## src/rtl/bram_debug_pkg.sv

```systemverilog
// rtl/bram_debug_pkg.sv - shared encodings and defaults for the BRAM debug sequencer
// DBG_ZERO_FILL_EN adds the FILL state to the state encoding.
package bram_debug_pkg;

    localparam int         BRAMWORDS_DEF  = 4096;
    localparam int         RST_CYCLES_DEF = 4;
    localparam logic [3:0] WE_ALL         = 4'b1111;

    typedef enum logic [1:0] {
        OP_LOAD = 2'd0,
        OP_RUN  = 2'd1,
        OP_DUMP = 2'd2,
        OP_NOP  = 2'd3
    } op_e;

    typedef enum logic [2:0] {
        ST_IDLE      = 3'd0,
        ST_LOAD      = 3'd1,
`ifdef DBG_ZERO_FILL_EN
        ST_FILL      = 3'd2,
`endif
        ST_RST       = 3'd3,
        ST_RUN       = 3'd4,
        ST_DUMP_RD   = 3'd5,
        ST_DUMP_WAIT = 3'd6,
        ST_DUMP_OUT  = 3'd7
    } state_e;

endpackage

```

## src/rtl/bram_debug_ctrl.sv

```systemverilog
// rtl/bram_debug_ctrl.sv - LOAD/RUN/DUMP sequencer owning the RV32Core BRAM debug ports and core reset
// DBG_ZERO_FILL_EN: after LOAD, zero the remaining words of the selected RAM.
module bram_debug_ctrl
    import bram_debug_pkg::*;
#(
    parameter int BRAMWORDS  = BRAMWORDS_DEF,
    parameter int RST_CYCLES = RST_CYCLES_DEF
) (
    input  logic        CPU_CLK,
    input  logic        CPU_RST,
    input  logic        cmd_valid,
    output logic        cmd_ready,
    input  logic [1:0]  cmd_op,
    input  logic        cmd_sel,
    input  logic [12:0] cmd_len,
    input  logic [31:0] cmd_cycles,
    input  logic        wr_valid,
    output logic        wr_ready,
    input  logic [31:0] wr_data,
    output logic        rd_valid,
    input  logic        rd_ready,
    output logic [31:0] rd_data,
    output logic        rd_last,
    output logic [31:0] dram_a2,
    output logic [31:0] dram_wd2,
    output logic [3:0]  dram_we2,
    input  logic [31:0] dram_rd2,
    output logic [31:0] iram_a2,
    output logic [31:0] iram_wd2,
    output logic [3:0]  iram_we2,
    input  logic [31:0] iram_rd2,
    output logic        core_rst,
    output logic        busy,
    output logic        done
);

    localparam int              CW       = $clog2(BRAMWORDS) + 1;
    localparam int              PAD      = 32 - CW - 2;
    localparam logic [CW-1:0]   WORDS_C  = CW'(BRAMWORDS);
    localparam logic [CW-1:0]   IDX_ONE  = CW'(1);
    localparam logic [31:0]     RST_LAST = 32'(RST_CYCLES - 1);

    state_e        r_state;
    state_e        w_next;
    logic [CW-1:0] r_idx;
    logic [CW-1:0] w_idx_nxt;
    logic [CW-1:0] r_len;
    logic [CW-1:0] w_len_clamp;
    logic          r_sel;
    logic [31:0]   r_cycles;
    logic [31:0]   r_cnt;
    logic [31:0]   r_a2;
    logic [31:0]   r_wd2;
    logic [3:0]    r_we2;
    logic [31:0]   r_rd_data;
    logic          r_rd_last;
    logic          r_done;
    logic          r_busy;
    logic          r_core_rst;
    logic          w_cmd_ready;
    logic          w_wr_ready;
    logic          w_rd_valid;
    logic          w_cmd_hs;
    logic          w_wr_hs;
    logic          w_rd_hs;

    function automatic logic [31:0] f_addr(input logic [CW-1:0] idx);
        return {{PAD{1'b0}}, idx, 2'b00};
    endfunction

    assign w_cmd_hs    = cmd_valid & w_cmd_ready;
    assign w_wr_hs     = wr_valid & w_wr_ready;
    assign w_rd_hs     = w_rd_valid & rd_ready;
    assign w_len_clamp = (32'(cmd_len) > 32'(BRAMWORDS)) ? WORDS_C : CW'(cmd_len);

    always_ff @(posedge CPU_CLK) begin
        if (CPU_RST) r_state <= ST_IDLE;
        else         r_state <= w_next;
    end

    always_comb begin
        w_next    = r_state;
        w_idx_nxt = r_idx;
        case (r_state)
            ST_IDLE: begin
                if (w_cmd_hs) begin
                    w_idx_nxt = '0;
                    case (op_e'(cmd_op))
`ifdef DBG_ZERO_FILL_EN
                        OP_LOAD: w_next = ST_LOAD;
`else
                        OP_LOAD: w_next = (w_len_clamp == '0) ? ST_IDLE : ST_LOAD;
`endif
                        OP_RUN:  w_next = ST_RST;
                        OP_DUMP: w_next = (w_len_clamp == '0) ? ST_IDLE : ST_DUMP_RD;
                        default: w_next = ST_IDLE;
                    endcase
                end
            end
            ST_LOAD: begin
                if (w_wr_hs) w_idx_nxt = r_idx + IDX_ONE;
`ifdef DBG_ZERO_FILL_EN
                if (r_idx == r_len) w_next = ST_FILL;
`else
                if (r_idx == r_len) w_next = ST_IDLE;
`endif
            end
`ifdef DBG_ZERO_FILL_EN
            ST_FILL: begin
                if (r_idx == WORDS_C) w_next = ST_IDLE;
                else                  w_idx_nxt = r_idx + IDX_ONE;
            end
`endif
            ST_RST: begin
                if (r_cnt == RST_LAST) w_next = (r_cycles == 32'd0) ? ST_IDLE : ST_RUN;
            end
            ST_RUN: begin
                if (r_cnt == r_cycles - 32'd1) w_next = ST_IDLE;
            end
            ST_DUMP_RD:   w_next = ST_DUMP_WAIT;
            ST_DUMP_WAIT: w_next = ST_DUMP_OUT;
            ST_DUMP_OUT: begin
                if (w_rd_hs) begin
                    w_idx_nxt = r_idx + IDX_ONE;
                    w_next    = (r_idx == r_len - IDX_ONE) ? ST_IDLE : ST_DUMP_RD;
                end
            end
            default: w_next = ST_IDLE;
        endcase
    end

    always_comb begin
        w_cmd_ready = (r_state == ST_IDLE);
        w_wr_ready  = (r_state == ST_LOAD) && (r_idx < r_len);
        w_rd_valid  = (r_state == ST_DUMP_OUT);
    end

    always_ff @(posedge CPU_CLK) begin
        if (CPU_RST) begin
            r_idx      <= '0;
            r_len      <= '0;
            r_sel      <= 1'b0;
            r_cycles   <= '0;
            r_cnt      <= '0;
            r_a2       <= '0;
            r_wd2      <= '0;
            r_we2      <= '0;
            r_rd_data  <= '0;
            r_rd_last  <= 1'b0;
            r_done     <= 1'b0;
            r_busy     <= 1'b0;
            r_core_rst <= 1'b1;
        end else begin
            r_idx      <= w_idx_nxt;
            r_cnt      <= (w_next != r_state) ? 32'd0 : r_cnt + 32'd1;
            r_busy     <= (w_next != ST_IDLE);
            r_done     <= (w_next == ST_IDLE) && ((r_state != ST_IDLE) || w_cmd_hs);
            // Core runs only in RUN, so it never executes while the debug ports write.
            r_core_rst <= (w_next != ST_RUN);
            r_we2      <= '0;
            if (w_cmd_hs) begin
                r_sel    <= cmd_sel;
                r_len    <= w_len_clamp;
                r_cycles <= cmd_cycles;
            end
            if (r_state == ST_LOAD && w_wr_hs) begin
                r_a2  <= f_addr(r_idx);
                r_wd2 <= wr_data;
                r_we2 <= WE_ALL;
            end
`ifdef DBG_ZERO_FILL_EN
            if (r_state == ST_FILL && r_idx != WORDS_C) begin
                r_a2  <= f_addr(r_idx);
                r_wd2 <= '0;
                r_we2 <= WE_ALL;
            end
`endif
            // Address is registered on entry so it is on the port throughout DUMP_RD.
            if (w_next == ST_DUMP_RD && r_state != ST_DUMP_RD) r_a2 <= f_addr(w_idx_nxt);
            if (r_state == ST_DUMP_WAIT) begin
                r_rd_data <= r_sel ? iram_rd2 : dram_rd2;
                r_rd_last <= (r_idx == r_len - IDX_ONE);
            end else if (w_rd_hs) begin
                r_rd_last <= 1'b0;
            end
        end
    end

    assign cmd_ready = w_cmd_ready;
    assign wr_ready  = w_wr_ready;
    assign rd_valid  = w_rd_valid;
    assign rd_data   = r_rd_data;
    assign rd_last   = r_rd_last;
    assign core_rst  = r_core_rst;
    assign busy      = r_busy;
    assign done      = r_done;
    assign dram_a2   = r_sel ? 32'd0 : r_a2;
    assign dram_wd2  = r_sel ? 32'd0 : r_wd2;
    assign dram_we2  = r_sel ? 4'd0  : r_we2;
    assign iram_a2   = r_sel ? r_a2  : 32'd0;
    assign iram_wd2  = r_sel ? r_wd2 : 32'd0;
    assign iram_we2  = r_sel ? r_we2 : 4'd0;

endmodule

```

## config.mk

```make
export PLATFORM = sky130hd
export DESIGN_NAME = bram_debug_ctrl
export DESIGN_NICKNAME = d
export VERILOG_FILES = /design/src/rtl/bram_debug_pkg.sv /design/src/rtl/bram_debug_ctrl.sv
export SDC_FILE = /design/constraint.sdc
export NUM_CORES = 1
export LEC_CHECK = 0
export BUFFER_PORTS_ARGS = -buffer_cell sky130_fd_sc_hd__buf_2
export CORE_UTILIZATION = 52
export CTS_CLUSTER_SIZE = 14
export DETAILED_ROUTE_END_ITERATION = 8
export PLACE_DENSITY = 0.78
export SLEW_MARGIN = 15
export SYNTH_ARGS = -nofsm -noshare
export SYNTH_HDL_FRONTEND = slang
export SYNTH_SLANG_ARGS = --single-unit
```

## constraint.sdc

```tcl
create_clock -name CPU_CLK -period 4 [get_ports CPU_CLK]
set_input_delay 1 -clock CPU_CLK [delete_from_list [all_inputs] [get_ports CPU_CLK]]
set_output_delay 1 -clock CPU_CLK [all_outputs]
set_load 0.02 [all_outputs]
```

==> summary.txt <==
Timing
  – Crit path time final: 3660 ps
  – Unrepaired setup endpoints after global routing: no
  – Peak Freq: about 0.27 GHz
  – Transition time at the pin with the least slew margin: 919 ps
  – Final clock period utilization by the worst path: between 90% and 100%
  – Worst relative slew slack: approximately two fifths
  – Final setup vio count: 0
  – Number of failing hold endpoints at the final stage: 0
  – Total negative setup slack: 0 ps
  – Worst setup skew after layout: ~13 ps
  – Max-slew violation count: 0

Die
  – Number of placement rows: 50
  – Full die area: between 20000 and 25000 sq um
  – Die width: 142 microns
  – Vertical die dimension: about 140 microns
  – Starting utilization of the core area: between 50 and 60%
  – Std-Cell Core Area: 18900 sq um
  – Number of top-level pins: ~320

Global route
  – Global Route Usage Sum: between 20 and 30%
  – Antenna violations before repair: 0
  – GRT Residual Overflow: 0
  – Number of global-route vias before repair: roughly 9000
  – Global-route wire length before repair: 46.2 mm
  – Pin count of the biggest net entering global routing: 100

Finish
  – Most frequent cells in the layout: sky130_fd_sc_hd__buf_2, sky130_fd_sc_hd__nand2_1, sky130_fd_sc_hd__dfxtp_1
  – Growth of design area from synthesis to finish: 19.5%
  – Antenna Diode Count: 0
  – Most common cell after layout, fill and taps aside: sky130_fd_sc_hd__buf_2
  – Nets@finish: ~1700
  – Layout cell share with drive strength beyond 1: between 20% and 30%
  – Core utilization of the finished layout: between 60 and 70%

Place
  – Final weighted congestion in routability-driven placement: 0.948
  – PortBufs: approximately 290
  – HPWL Detailed: roughly 23 mm

Power
  – Worst voltage drop across the vdd grid: around 0.31 mV
  – Power per cell area: 379 nW/um^2
  – Leakage power figure: 5.11 nW

Detailed routing
  – Wl on met1: approximately 13 mm
  – Met3 wire length: between 1 and 1.5 mm
  – Total length of routed wires: ~30 mm
  – Metal2 WL: between 15 and 20 mm
  – DRC viols: 0
  – Top routing layer in use: met4
  – Starting DRC count in detailed routing: around 600
  – Length of the first detailed-routing pass in iterations: 5
  – Antenna Violating Nets Remaining: 0
  – Average wire length per cell after detail routing: ~17 microns
  – Post-DR vias/cell: 5.55
  – Via count of the routed design: roughly 9800

Synth
  – Number of flops mapped to enable cells by yosys: 0
  – Cells after synthesis: roughly 1300
  – Cell taking the most area after synthesis: sky130_fd_sc_hd__dfxtp_1
  – Count of cell types in the netlist: 66
  – Main synth FF type: sky130_fd_sc_hd__dfxtp_1
  – Synth top area cells: sky130_fd_sc_hd__dfxtp_1, sky130_fd_sc_hd__nand2_1, sky130_fd_sc_hd__a211oi_1
  – Fraction of registers with async set or reset after synthesis: 0%
  – Average cell area after synthesis: 7.96 sq um
  – Synth warn: 0
  – Area share of the leading cell type in the synthesized netlist: a little over a third
  – Summed instance area of the synthesized netlist: approximately 10000 sq um
  – Sequential fraction of the synthesis area: between 30% and 40%
  – Number of synthesized register bits: about 180

Clocking
  – Buffers inserted during post-CTS setup optimization: 0
  – Maximum level of the CTS H-tree: 4
  – Number of buffers added by the clock tree synthesis step: 17
  – Clock sink count: about 180
  – Clock root cell: sky130_fd_sc_hd__clkbuf_16
  – Insertion delay of the later-clocked pin in the worst-skew pair: 430 ps
  – CTS tree: done
  – Largest buffer count on any clock path: 2
  – CTS clk-pin slew, worst paths: approximately 70 ps

Critical path
  – Highest net fanout along the worst path: 12
  – Required time at the endpoint of the critical path: about 4300 ps
  – R2R Setup Slk: roughly 340 ps
  – Worst path arrival time: around 4000 ps
  – Type of element launching the critical path: flip-flop
  – Critical Path Sink Type: flip-flop
  – Critical path class: reg -> reg

Worst hold path
  – Worst hold-check path type: reg -> reg

Outcome
  – Result of the run: finished clean

Run
  – Max-cap check violation count: 0
[sequential cells by signal, summed over array words and instances, names as in the netlist]
name	count
r_a2	13
r_state	3
r_we2	1
r_idx	13
rd_data	32
r_len	13
core_rst	1
r_wd2	32
r_sel	1
done	1
r_cycles	32
r_cnt	32
rd_last	1
busy	1
[per-layer routing]
| layer | track usage [%] | vias to the layer above |
|---|---|---|
| met2 | 51.9 | 356 |
| met5 | 0 | - |
| met3 | 4.45 | 58 |
| li1 | - | 4829 |
| met1 | 35.7 | 4572 |
| met4 | 10.9 | 0 |
[cells by family after synthesis]
logic type,synth area share [%]
other,0.0370
adder cells (fa/ha/maj),2.10
buffers and inverters,7.71
AND/OR/NAND/NOR,26.1
AO/OA/AOI/OAI,16.5
XOR/XNOR,7.82
multiplexers,5.04
flip-flops,34.7
[area by class of cell]
class | instances | area [sq um]
clock inverters | 15 | 186
fillers | 1691 | 6770
repair buffers | 299 | 1550
clock buffers | 17 | 425
multi-input cells | 975 | 6010
inverters | 28 | 105
flip-flops and latches | 176 | 3530
well taps | 260 | 325
[through the flow]
stage                     setup slack [ps]  power [mW]  hold slack [ps]  instances  cell area [sq um]
after global placement                 482        2.88              447       1738              11500
final                                  336        4.60              472       1770              12100
after CTS                              290        4.61              472       1770              12100
after floorplan                        607        2.64              440       1311              10300
after detailed placement               323        2.90              461       1738              11500
after global routing                  92.6        4.79              488       1770              12100
[path summary, 6_finish.rpt]
check,endpoint,start,depth (start not counted)
worst min-delay path,r_wd2[22],r_wd2[22],2
worst min register to register,r_wd2[22],r_wd2[22],2
worst max-delay path,r_a2[14],r_cycles[4],7
worst max register to register,r_a2[14],r_cycles[4],7
[worst max-delay path, cell delays in order, from the launching register on]
cell                      delay, ps
sky130_fd_sc_hd__dfxtp_1        370
sky130_fd_sc_hd__or4_1          710
sky130_fd_sc_hd__or4_4          640
sky130_fd_sc_hd__or3_1          430
sky130_fd_sc_hd__o41ai_1        360
sky130_fd_sc_hd__nand3_1        320
sky130_fd_sc_hd__and3_1         410
sky130_fd_sc_hd__o32ai_1        330
[power by group]
group	internal (mW)	switching, mW
sequential	1.82	0.114
combinational	0.366	0.580
clock	0.903	0.818
total	3.09	1.51
[synth_stat cells, types with 7 or more instances]
master / instances
sky130_fd_sc_hd__mux2_2: 9
sky130_fd_sc_hd__and3_1: 16
sky130_fd_sc_hd__o21ai_0: 17
sky130_fd_sc_hd__xor2_1: 38
sky130_fd_sc_hd__o31ai_1: 9
sky130_fd_sc_hd__and2_1: 48
sky130_fd_sc_hd__buf_4: 47
sky130_fd_sc_hd__nand4_1: 16
sky130_fd_sc_hd__xnor2_1: 50
sky130_fd_sc_hd__mux2i_1: 41
sky130_fd_sc_hd__a22oi_1: 16
sky130_fd_sc_hd__inv_1: 28
sky130_fd_sc_hd__o32ai_1: 10
sky130_fd_sc_hd__nand2b_1: 7
sky130_fd_sc_hd__nand3b_1: 7
sky130_fd_sc_hd__or4_1: 10
sky130_fd_sc_hd__nor3_1: 23
sky130_fd_sc_hd__nor4_1: 24
sky130_fd_sc_hd__clkbuf_1: 76
sky130_fd_sc_hd__dfxtp_1: 176
sky130_fd_sc_hd__a21oi_1: 88
sky130_fd_sc_hd__nand2_1: 177
sky130_fd_sc_hd__nor2_1: 91
sky130_fd_sc_hd__nand3_1: 34
sky130_fd_sc_hd__nor2b_1: 51
sky130_fd_sc_hd__ha_1: 17
sky130_fd_sc_hd__a211oi_1: 67
[what timing repair did]
action,CTS,global route
resized for setup,0,2
hold buffers,0,0
setup endpoints to repair,0,5
endpoints found under the hold margin,0,0
Power figures use the tool's default switching activity.
